==> config.mk <==
export PLATFORM = sky130hd
export DESIGN_NAME = ma_fir_stream_sequencer
export DESIGN_NICKNAME = d
export VERILOG_FILES = /design/src/rtl/ma_fir_stream_sequencer.sv
export SDC_FILE = /design/constraint.sdc
export NUM_CORES = 1
export LEC_CHECK = 0
export ABC_AREA = 1
export CAP_MARGIN = 10
export CELL_PAD_IN_SITES_DETAIL_PLACEMENT = 0
export CELL_PAD_IN_SITES_GLOBAL_PLACEMENT = 1
export CORE_UTILIZATION = 30
export CTS_CLUSTER_SIZE = 16
export DETAILED_ROUTE_END_ITERATION = 8
export PLACE_DENSITY = 0.61
export SLEW_MARGIN = 25
export SYNTH_ARGS = -nofsm -noshare
export SYNTH_HDL_FRONTEND = slang
export SYNTH_SLANG_ARGS = --single-unit
==> constraint.sdc <==
create_clock -name clk -period 3.09 [get_ports clk]
set_clock_uncertainty 0.2 [all_clocks]
set_input_delay 0.309 -clock clk [delete_from_list [all_inputs] [get_ports clk]]
set_output_delay 0.309 -clock clk [all_outputs]
set_load 0.01 [all_outputs]
==> src/rtl/ma_fir_stream_sequencer.sv <==
// ma_fir_stream_sequencer
// Streaming front-end for a moving-average FIR that has no enable and consumes
// one sample per clock. Bursty valid/ready input is buffered in a FIFO, primed
// to START_LEVEL entries, then popped back-to-back onto the filter input.
// Starvation drops back to FILL with a sticky underrun flag; flush (and reset
// release) holds the filter in reset for FLUSH_CYCLES clocks. Filter results
// are registered and tagged valid only once TAPS consecutive real samples
// are behind them.
//
// Ports:
//   clk, reset_n            clock, asynchronous active-low reset
//   s_data/s_valid/s_ready  input sample stream (transfer on valid && ready)
//   flush                   one-cycle request: drop buffer, reset filter
//   underrun_clr            clears the sticky underrun flag
//   fir_d, fir_reset_n      registered sample and reset driven to the filter
//   fir_q_8tap, fir_q_rma   filter results
//   m_q_8tap, m_q_rma       registered filter results
//   m_valid                 m_q_* backed by a full window of real samples
//   state_o                 00 FLUSH, 01 FILL, 10 RUN
//   underrun                sticky starvation flag
module ma_fir_stream_sequencer #(
  parameter int DATA_W           = 16,
  parameter int FIFO_DEPTH       = 16,
  parameter int START_LEVEL      = 4,
  parameter int TAPS             = 8,
  parameter int FIR_LATENCY      = 1,
  parameter int FLUSH_CYCLES     = 2,
  parameter int HOLD_ON_UNDERRUN = 0
) (
  input  logic                     clk,
  input  logic                     reset_n,
  input  logic signed [DATA_W-1:0] s_data,
  input  logic                     s_valid,
  output logic                     s_ready,
  input  logic                     flush,
  input  logic                     underrun_clr,
  output logic signed [DATA_W-1:0] fir_d,
  output logic                     fir_reset_n,
  input  logic signed [DATA_W-1:0] fir_q_8tap,
  input  logic signed [DATA_W-1:0] fir_q_rma,
  output logic signed [DATA_W-1:0] m_q_8tap,
  output logic signed [DATA_W-1:0] m_q_rma,
  output logic                     m_valid,
  output logic [1:0]               state_o,
  output logic                     underrun
);

  localparam int AW = $clog2(FIFO_DEPTH);
  localparam int CW = AW + 1;
  localparam int WW = $clog2(TAPS + 1);
  localparam int FW = $clog2(FLUSH_CYCLES + 1);
  // Tag stages: one for the fir_d register, FIR_LATENCY inside the filter,
  // one for the m_q_* capture register.
  localparam int VP = FIR_LATENCY + 2;

  typedef enum logic [1:0] {
    S_FLUSH = 2'b00,
    S_FILL  = 2'b01,
    S_RUN   = 2'b10
  } state_t;

  state_t                   r_state, w_state_nxt;
  logic signed [DATA_W-1:0] r_mem [FIFO_DEPTH];
  logic [AW-1:0]            r_wptr, r_rptr;
  logic [CW-1:0]            r_count, w_occ_push;
  logic [FW-1:0]            r_flush_cnt, w_flush_cnt_nxt;
  logic [WW-1:0]            r_warm;
  logic signed [DATA_W-1:0] r_hold, r_fir_d, r_q8, r_qrma, w_head;
  logic                     r_fir_reset_n, r_underrun;
  logic [VP-1:0]            r_vld_p;
  logic                     w_full, w_empty, w_push, w_pop, w_starve, w_tag;

  assign w_full     = (r_count == CW'(FIFO_DEPTH));
  assign w_empty    = (r_count == '0);
  assign w_head     = r_mem[r_rptr];
  assign s_ready    = (r_state != S_FLUSH) && !w_full;
  // A flush discards whatever is offered in the same cycle.
  assign w_push     = s_valid && s_ready && !flush;
  assign w_occ_push = r_count + CW'(w_push);
  // The TAPS-th consecutive pop is the first one with a full real window.
  assign w_tag      = w_pop && (r_warm >= WW'(TAPS - 1));

  always_comb begin
    w_state_nxt     = r_state;
    w_flush_cnt_nxt = r_flush_cnt;
    w_pop           = 1'b0;
    w_starve        = 1'b0;
    if (flush) begin
      w_state_nxt     = S_FLUSH;
      w_flush_cnt_nxt = FW'(FLUSH_CYCLES);
    end else begin
      case (r_state)
        S_FLUSH: begin
          if (r_flush_cnt <= FW'(1)) w_state_nxt = S_FILL;
          else                       w_flush_cnt_nxt = r_flush_cnt - 1'b1;
        end
        S_FILL: begin
          if (w_occ_push >= CW'(START_LEVEL)) w_state_nxt = S_RUN;
        end
        S_RUN: begin
          if (w_empty) begin
            w_starve    = 1'b1;
            w_state_nxt = S_FILL;
          end else begin
            w_pop = 1'b1;
          end
        end
        default: w_state_nxt = S_FLUSH;
      endcase
    end
  end

  // FIFO storage
  always_ff @(posedge clk) begin
    if (w_push) r_mem[r_wptr] <= s_data;
  end

  // Control, pointers, filter drive, tag pipeline
  always_ff @(posedge clk or negedge reset_n) begin
    if (!reset_n) begin
      r_state       <= S_FLUSH;
      r_flush_cnt   <= FW'(FLUSH_CYCLES);
      r_fir_reset_n <= 1'b0;
      r_wptr        <= '0;
      r_rptr        <= '0;
      r_count       <= '0;
      r_warm        <= '0;
      r_hold        <= '0;
      r_fir_d       <= '0;
      r_vld_p       <= '0;
      r_underrun    <= 1'b0;
    end else begin
      r_state       <= w_state_nxt;
      r_flush_cnt   <= w_flush_cnt_nxt;
      r_fir_reset_n <= (w_state_nxt != S_FLUSH);
      if (flush) begin
        r_wptr  <= '0;
        r_rptr  <= '0;
        r_count <= '0;
        r_warm  <= '0;
        r_hold  <= '0;
        r_fir_d <= '0;
        r_vld_p <= '0;
      end else begin
        if (w_push) r_wptr <= r_wptr + 1'b1;
        if (w_pop)  r_rptr <= r_rptr + 1'b1;
        r_count <= w_occ_push - CW'(w_pop);
        if (w_starve)                           r_warm <= '0;
        else if (w_pop && r_warm != WW'(TAPS))  r_warm <= r_warm + 1'b1;
        if (r_state == S_FLUSH)                     r_hold <= '0;
        else if (w_pop && HOLD_ON_UNDERRUN != 0)    r_hold <= w_head;
        if (w_pop)                   r_fir_d <= w_head;
        else if (r_state == S_FLUSH) r_fir_d <= '0;
        else                         r_fir_d <= r_hold;
        r_vld_p <= {r_vld_p[VP-2:0], w_tag};
      end
      // Set wins over clear.
      if (w_starve)          r_underrun <= 1'b1;
      else if (underrun_clr) r_underrun <= 1'b0;
    end
  end

  // Result capture
  always_ff @(posedge clk or negedge reset_n) begin
    if (!reset_n) begin
      r_q8   <= '0;
      r_qrma <= '0;
    end else begin
      r_q8   <= fir_q_8tap;
      r_qrma <= fir_q_rma;
    end
  end

  assign fir_d       = r_fir_d;
  assign fir_reset_n = r_fir_reset_n;
  assign m_q_8tap    = r_q8;
  assign m_q_rma     = r_qrma;
  assign m_valid     = r_vld_p[VP-1];
  assign state_o     = r_state;
  assign underrun    = r_underrun;

endmodule

Yosys cells after proc, flatten, opt, wreduce, memory -nomap -nowiden
Memory sizes are Yosys's and may differ from the RTL's.
Cells that the tools add are included.
{"block": "op_classes", "reduce_logical": 17, "n_lt_le_gt_ge": 3, "mux": 31, "addsub": 6, "n_eq_ne": 5}
{"cell": "$mux 16", "n": 4}
{"cell": "$mux 4", "n": 7}
{"cell": "$mux 2", "n": 7}
{"cell": "$add 4x1->4 const B", "n": 3}
{"cell": "$reduce_bool 2->1", "n": 6}
{"cell": "$mux 1", "n": 10}
{"cell": "$pmux 2 s3", "n": 1}
{"cell": "$add 5x1->5", "n": 1}
{"cell": "$eq 5x5->1 const B", "n": 1}
{"cell": "$ge 5x3->1 const B", "n": 1}
{"cell": "$logic_and 1x1->1", "n": 5}
{"cell": "$logic_not 5->1", "n": 1}
{"cell": "$mux 5", "n": 1}
{"cell": "$sub 5x1->5", "n": 1}
{"cell": "$ge 4x3->1 const B", "n": 1}
{"cell": "$ne 4x4->1 const B", "n": 1}
{"cell": "$mux 3", "n": 1}
{"cell": "$reduce_bool 3->1", "n": 1}
{"cell": "$eq 2x1->1 const B", "n": 1}
{"cell": "$eq 2x2->1 const B", "n": 1}
{"cell": "$le 2x1->1 const B", "n": 1}
{"cell": "$logic_not 1->1", "n": 2}
{"cell": "$logic_not 2->1", "n": 1}
{"cell": "$ne 2x2->1 const B", "n": 1}
{"cell": "2 further kinds", "n": 2}
{"block": "word_totals", "word_cells": 76, "out_inout_bits": 54, "memories": 1, "in_bits": 53, "mem_bits_rw": 256, "ff_bits": 90}
{"memory": "r_mem", "words": 16, "word_bits": 16, "read_ports": 1, "rd_ports_with_merged_regs": 0, "wr": 1, "line_no": "63", "text": "logic signed [DATA_W-1:0] r_mem [FIFO_DEPTH];"}

Depth between registers and ports, before layout
{"block": "depth", "depth_word": 11, "ltp_mapped": 15, "ltp_nobuf": 15}

Worst setup path after synthesis
OpenSTA, ideal clock, no wires.
{"block": "synth_path", "path_kind": "register -> register", "from": "register r_state[1] (netlist: state_o[1])", "to": "memory r_mem[1][0] (enable)", "arrival_ns": 2.200, "setup_time_ns": 0.409, "slack_ns": 0.281, "stages_incl_launch_ff": 8, "path_buffers": 1, "period_less_slack_ns": 2.809, "required_ns": 2.481, "path_cell_list": "dfrtp_1 -> inv_1 -> nand2_2 -> nand3_4 -> nor2_4 -> inv_2 -> buf_6 -> nor3_1"}
{"block": "synth_via", "elab_chain_len": 6}
{"element": "from (decl)", "line_no": "62", "text": "state_t r_state, w_state_nxt;"}
{"element": "from (signal assigned)", "line_no": "133", "text": "r_state <= w_state_nxt;"}
{"element": "$reduce_bool 2->1", "line_no": "76", "text": "assign s_ready = (r_state != S_FLUSH) && !w_full;"}
{"element": "$logic_and 1x1->1", "line_no": "76"}
{"element": "$logic_and 1x1->1 (2 in series)", "line_no": "78", "text": "assign w_push = s_valid && s_ready && !flush;"}
{"element": "$mux 1", "line_no": "115", "text": "if (w_push) r_mem[r_wptr] <= s_data;"}
{"element": "$mux 1 (not written as such)", "line_no": "115"}
{"element": "to (decl)", "line_no": "63"}
Every way passes these cells.

Worst setup path in the final report
{"block": "layout_path", "from": "register r_state[1] (netlist: state_o[1])", "to": "output port s_ready"}
{"block": "layout_via", "elab_chain_len": 2}
{"element": "$reduce_bool 2->1", "line_no": "76"}
{"element": "$logic_and 1x1->1", "line_no": "76"}
{"element": "to (decl)", "line_no": "34", "text": "output logic s_ready,"}
Every way passes these cells.

==> results.toml <==
[outcome]
status = "complete, no violations"

[synthesis]
ys_ff_latch = 346
ys_warn_count = 0
yosysSeqAreaShare = 0.733
synth.avg_cell_area_um2 = 11.8
synth_fp_nets = 1210
synth_cells = 1145
synth-main-ff-cell = "edfxtp_1"
async_flop_share = 0.260
synthDistinctLibCells = 28
synth_edf_count = 256
synthesis.area_mm2 = 0.0136

[clock_tree]
cts_tree = "yes"
cts-resized-gates = 0
cts_setup_buffers = 0
clock_latency_ps = 530
root_buffer = "clkbuf_16"
clock-sinks = 346
htreeDepth = 2
cts_buffers = 37
cts.path.max_buffers = 3
cts.clk_slew.worst_paths_ps = 60
ctsHoldBuffers = 9

[route]
drc_errors = 0
dr_total_vias = 8702
ant_nets = 0
drt_iter0_drc = 619
post_drt_wl_per_cell_um = 17.7
avgViaCountPerCell = 4.59
dr.pass1.iters = 4
wl_mm = 33.6

[placed_design]
pre_cts_ws_ps = 470
dp_hpwl_mm = 19.7
placed_area_mm2 = 0.0155
numPortBuffers = 106
gp_congestion = 0.748

[global_route]
overflow = 0
track_usage = 0.148
grt_pass1_vias = 8581
grt_antenna_before_repair = 1
grt_pass1_wl_mm = 52.2
grt_max_degree = 131

[floorplan]
rows = 77
die_h_um = 215
die_w_um = 215
initial_core_util = 0.305
design.core.area_mm2 = 0.0444
dieArea_mm2 = 0.0461
ios = 107

[sta]
layout_setup_ws_ps = 545
report.final.slew_viol_count = 0
fin_crit_sh = 0.823
final-hold-violation-count = 0
slew_headroom = 0.413
tightest_slew_ps = 881
min_period_ps = 2540
grt_setup_unrepaired = "false"
setup_violations = 0
finalSetupTns_ps = 0
max_freq_mhz = 393

[worst_setup_path]
startpoint = "state_o[1]"
crit_chain = "inv_1 > nand2_2 > buf_4 > nand2_1 > inv_1 > clkdlybuf4s50_1"
crit_slowest_cell = "clkdlybuf4s50_1"
worst-path-buf-inv = 4
rrSetupSlack_ps = 660
cp_max_fo = 18
critPathRequiredTime_ps = 2580
crit_path_max_incr_delay_ps = 540
path_common_cell = "inv_1"
cp-start-kind = "flip-flop"
reg2regPathDepth = 14
end_kind = "output port"
crit_end = "s_ready"
crit_type = "reg2out"
reg2reg_from = "r_count[3]"
path_depth = 6
cpLargestDelayFamily = "buffers and inverters"
cp_data_arrival_time_ps = 2040
r2r_end = "fir_reset_n"

[worst_hold_path]
hp-class = "in2reg"

[power_and_ir_drop]
p_per_area_mw_per_mm2 = 587
vdd_drop_max_mv = 0.306
p_leak_nw = 6.30

[layout]
fin_util = 0.376
area_growth_pct = 23.0
fin_area_mm2 = 0.0167
drive_gt1_frac = 0.0883
nNetsFinal = 1340
n_fill_cell = 4229

[run]
drv_cap = 0
==> placed cells by master, fill, tap and decap left out, types with 2 or more instances in the layout <==
cell type        instances
buf_12                   4
clkinv_1                 8
dfrtp_1                 87
buf_4                   34
clkbuf_16               39
nor2_1                  40
clkinv_2                 5
nor2_2                   6
nor3_1                   5
nor3_2                  11
clkbuf_1                13
nand3_1                256
xor2_1                   2
inv_1                   30
clkbuf_8                 2
a21oi_1                  6
nand4_1                  2
clkdlybuf4s50_1        105
ha_1                    12
inv_2                    3
dlygate4sd3_1            9
edfxtp_1               256
nand2_1                343
o21ai_0                 11
==> report_power, final <==
group | total [mW] | leakage (nW) | switching (mW) | internal (mW)
Combinational | 0.510 | 2.27 | 0.308 | 0.202
Sequential | 5.10 | 3.47 | 0.0285 | 5.08
Clock | 4.18 | 0.554 | 1.74 | 2.44
Total | 9.80 | 6.30 | 2.08 | 7.72
==> worst register-to-register path, stage by stage, from the launching register on <==
cell	delay, ps
dfrtp_1	420
nor2_1	170
nand3_2	130
nand3_4	120
nor2_4	60
ha_1	210
ha_1	230
inv_1	60
nand2_1	50
nand2_1	100
inv_1	80
nor2_1	180
nand2_1	80
a21oi_1	170
nand2_1	70
==> layout make-up <==
| cell class | count | area (µm²) | share of cell area |
|---|---|---|---|
| multi-input combinational | 701 | 3230 | 0.194 |
| inverter | 36 | 136 | 0.00818 |
| clock buffer | 54 | 1050 | 0.0631 |
| tap | 592 | 741 | 0.0444 |
| sequential | 346 | 9950 | 0.596 |
| antenna | 1 | 2.50 | 0.000150 |
| timing repair buffer | 153 | 1490 | 0.0892 |
| clock inverter | 12 | 81.3 | 0.00488 |
==> state kept, by name, indices dropped and copies added, names as in the netlist <==
signal       flops
fir_d           16
fir_reset_n      1
m_q_8tap        16
m_q_rma         16
r_count          5
r_flush_cnt      2
r_hold          16
r_mem          256
r_rptr           4
r_vld_p          3
r_warm           4
r_wptr           4
state_o          2
underrun         1
==> kinds of logic (layout without fill, tap and decap cells) <==
kind of cell             count (synthesis)  count (layout)  synth area share
buffers and inverters                   98             255            0.0339
adder cells (fa/ha/maj)                 12              12            0.0111
other                                    0               1                 0
flip-flops                             346             346             0.733
XOR/XNOR                                 2               2           0.00129
AO/OA/AOI/OAI                           19              19           0.00747
AND/OR/NAND/NOR                        668             668             0.213
==> how the worst min path moves through the flow <==
stage	startpoint	endpoint	depth (start not counted)	slack [ps]
final	fir_q_rma[0]	m_q_rma[0]	1	20
after global routing	fir_q_rma[11]	m_q_rma[11]	1	10
after CTS	fir_q_rma[0]	m_q_rma[0]	1	2
after detailed placement	r_vld_p[1]	r_vld_p[2]	2	250
after global placement	r_vld_p[1]	r_vld_p[2]	2	240
after floorplan	reset_n	fir_d[0]	0	-190
==> cells in the mapped netlist (3+ instances only) <==
cell type | count | area, µm²
edfxtp_1 | 256 | 7690
clkbuf_1 | 12 | 45.0
inv_2 | 3 | 11.3
nor2_1 | 44 | 165
nor3_1 | 16 | 80.1
nand3_1 | 256 | 1280
inv_1 | 31 | 116
buf_4 | 5 | 37.5
buf_6 | 3 | 33.8
dfrtp_1 | 89 | 2230
nand2_1 | 343 | 1290
a21oi_1 | 6 | 30.0
o21ai_0 | 11 | 55.1
buf_2 | 40 | 200
ha_1 | 12 | 150
==> per-layer routing <==
layer,GRT usage,share of wire,vias up
li1,-,-,4220
met1,0.209,0.47,4198
met2,0.229,0.46,233
met3,0.0270,0.054,51
met4,0.0490,0.022,0
met5,0,0,-
==> per-stage QoR <==
step	hold slack (ps)	std cells	total power, mW
after floorplan	-187	1145	5.39
after global placement	243	1819	5.70
after detailed placement	251	1819	5.71
after CTS	1.54	1894	9.92
after global routing	11.6	1895	10.1
final	22.3	1895	9.80
Power figures use the tool's default switching activity.
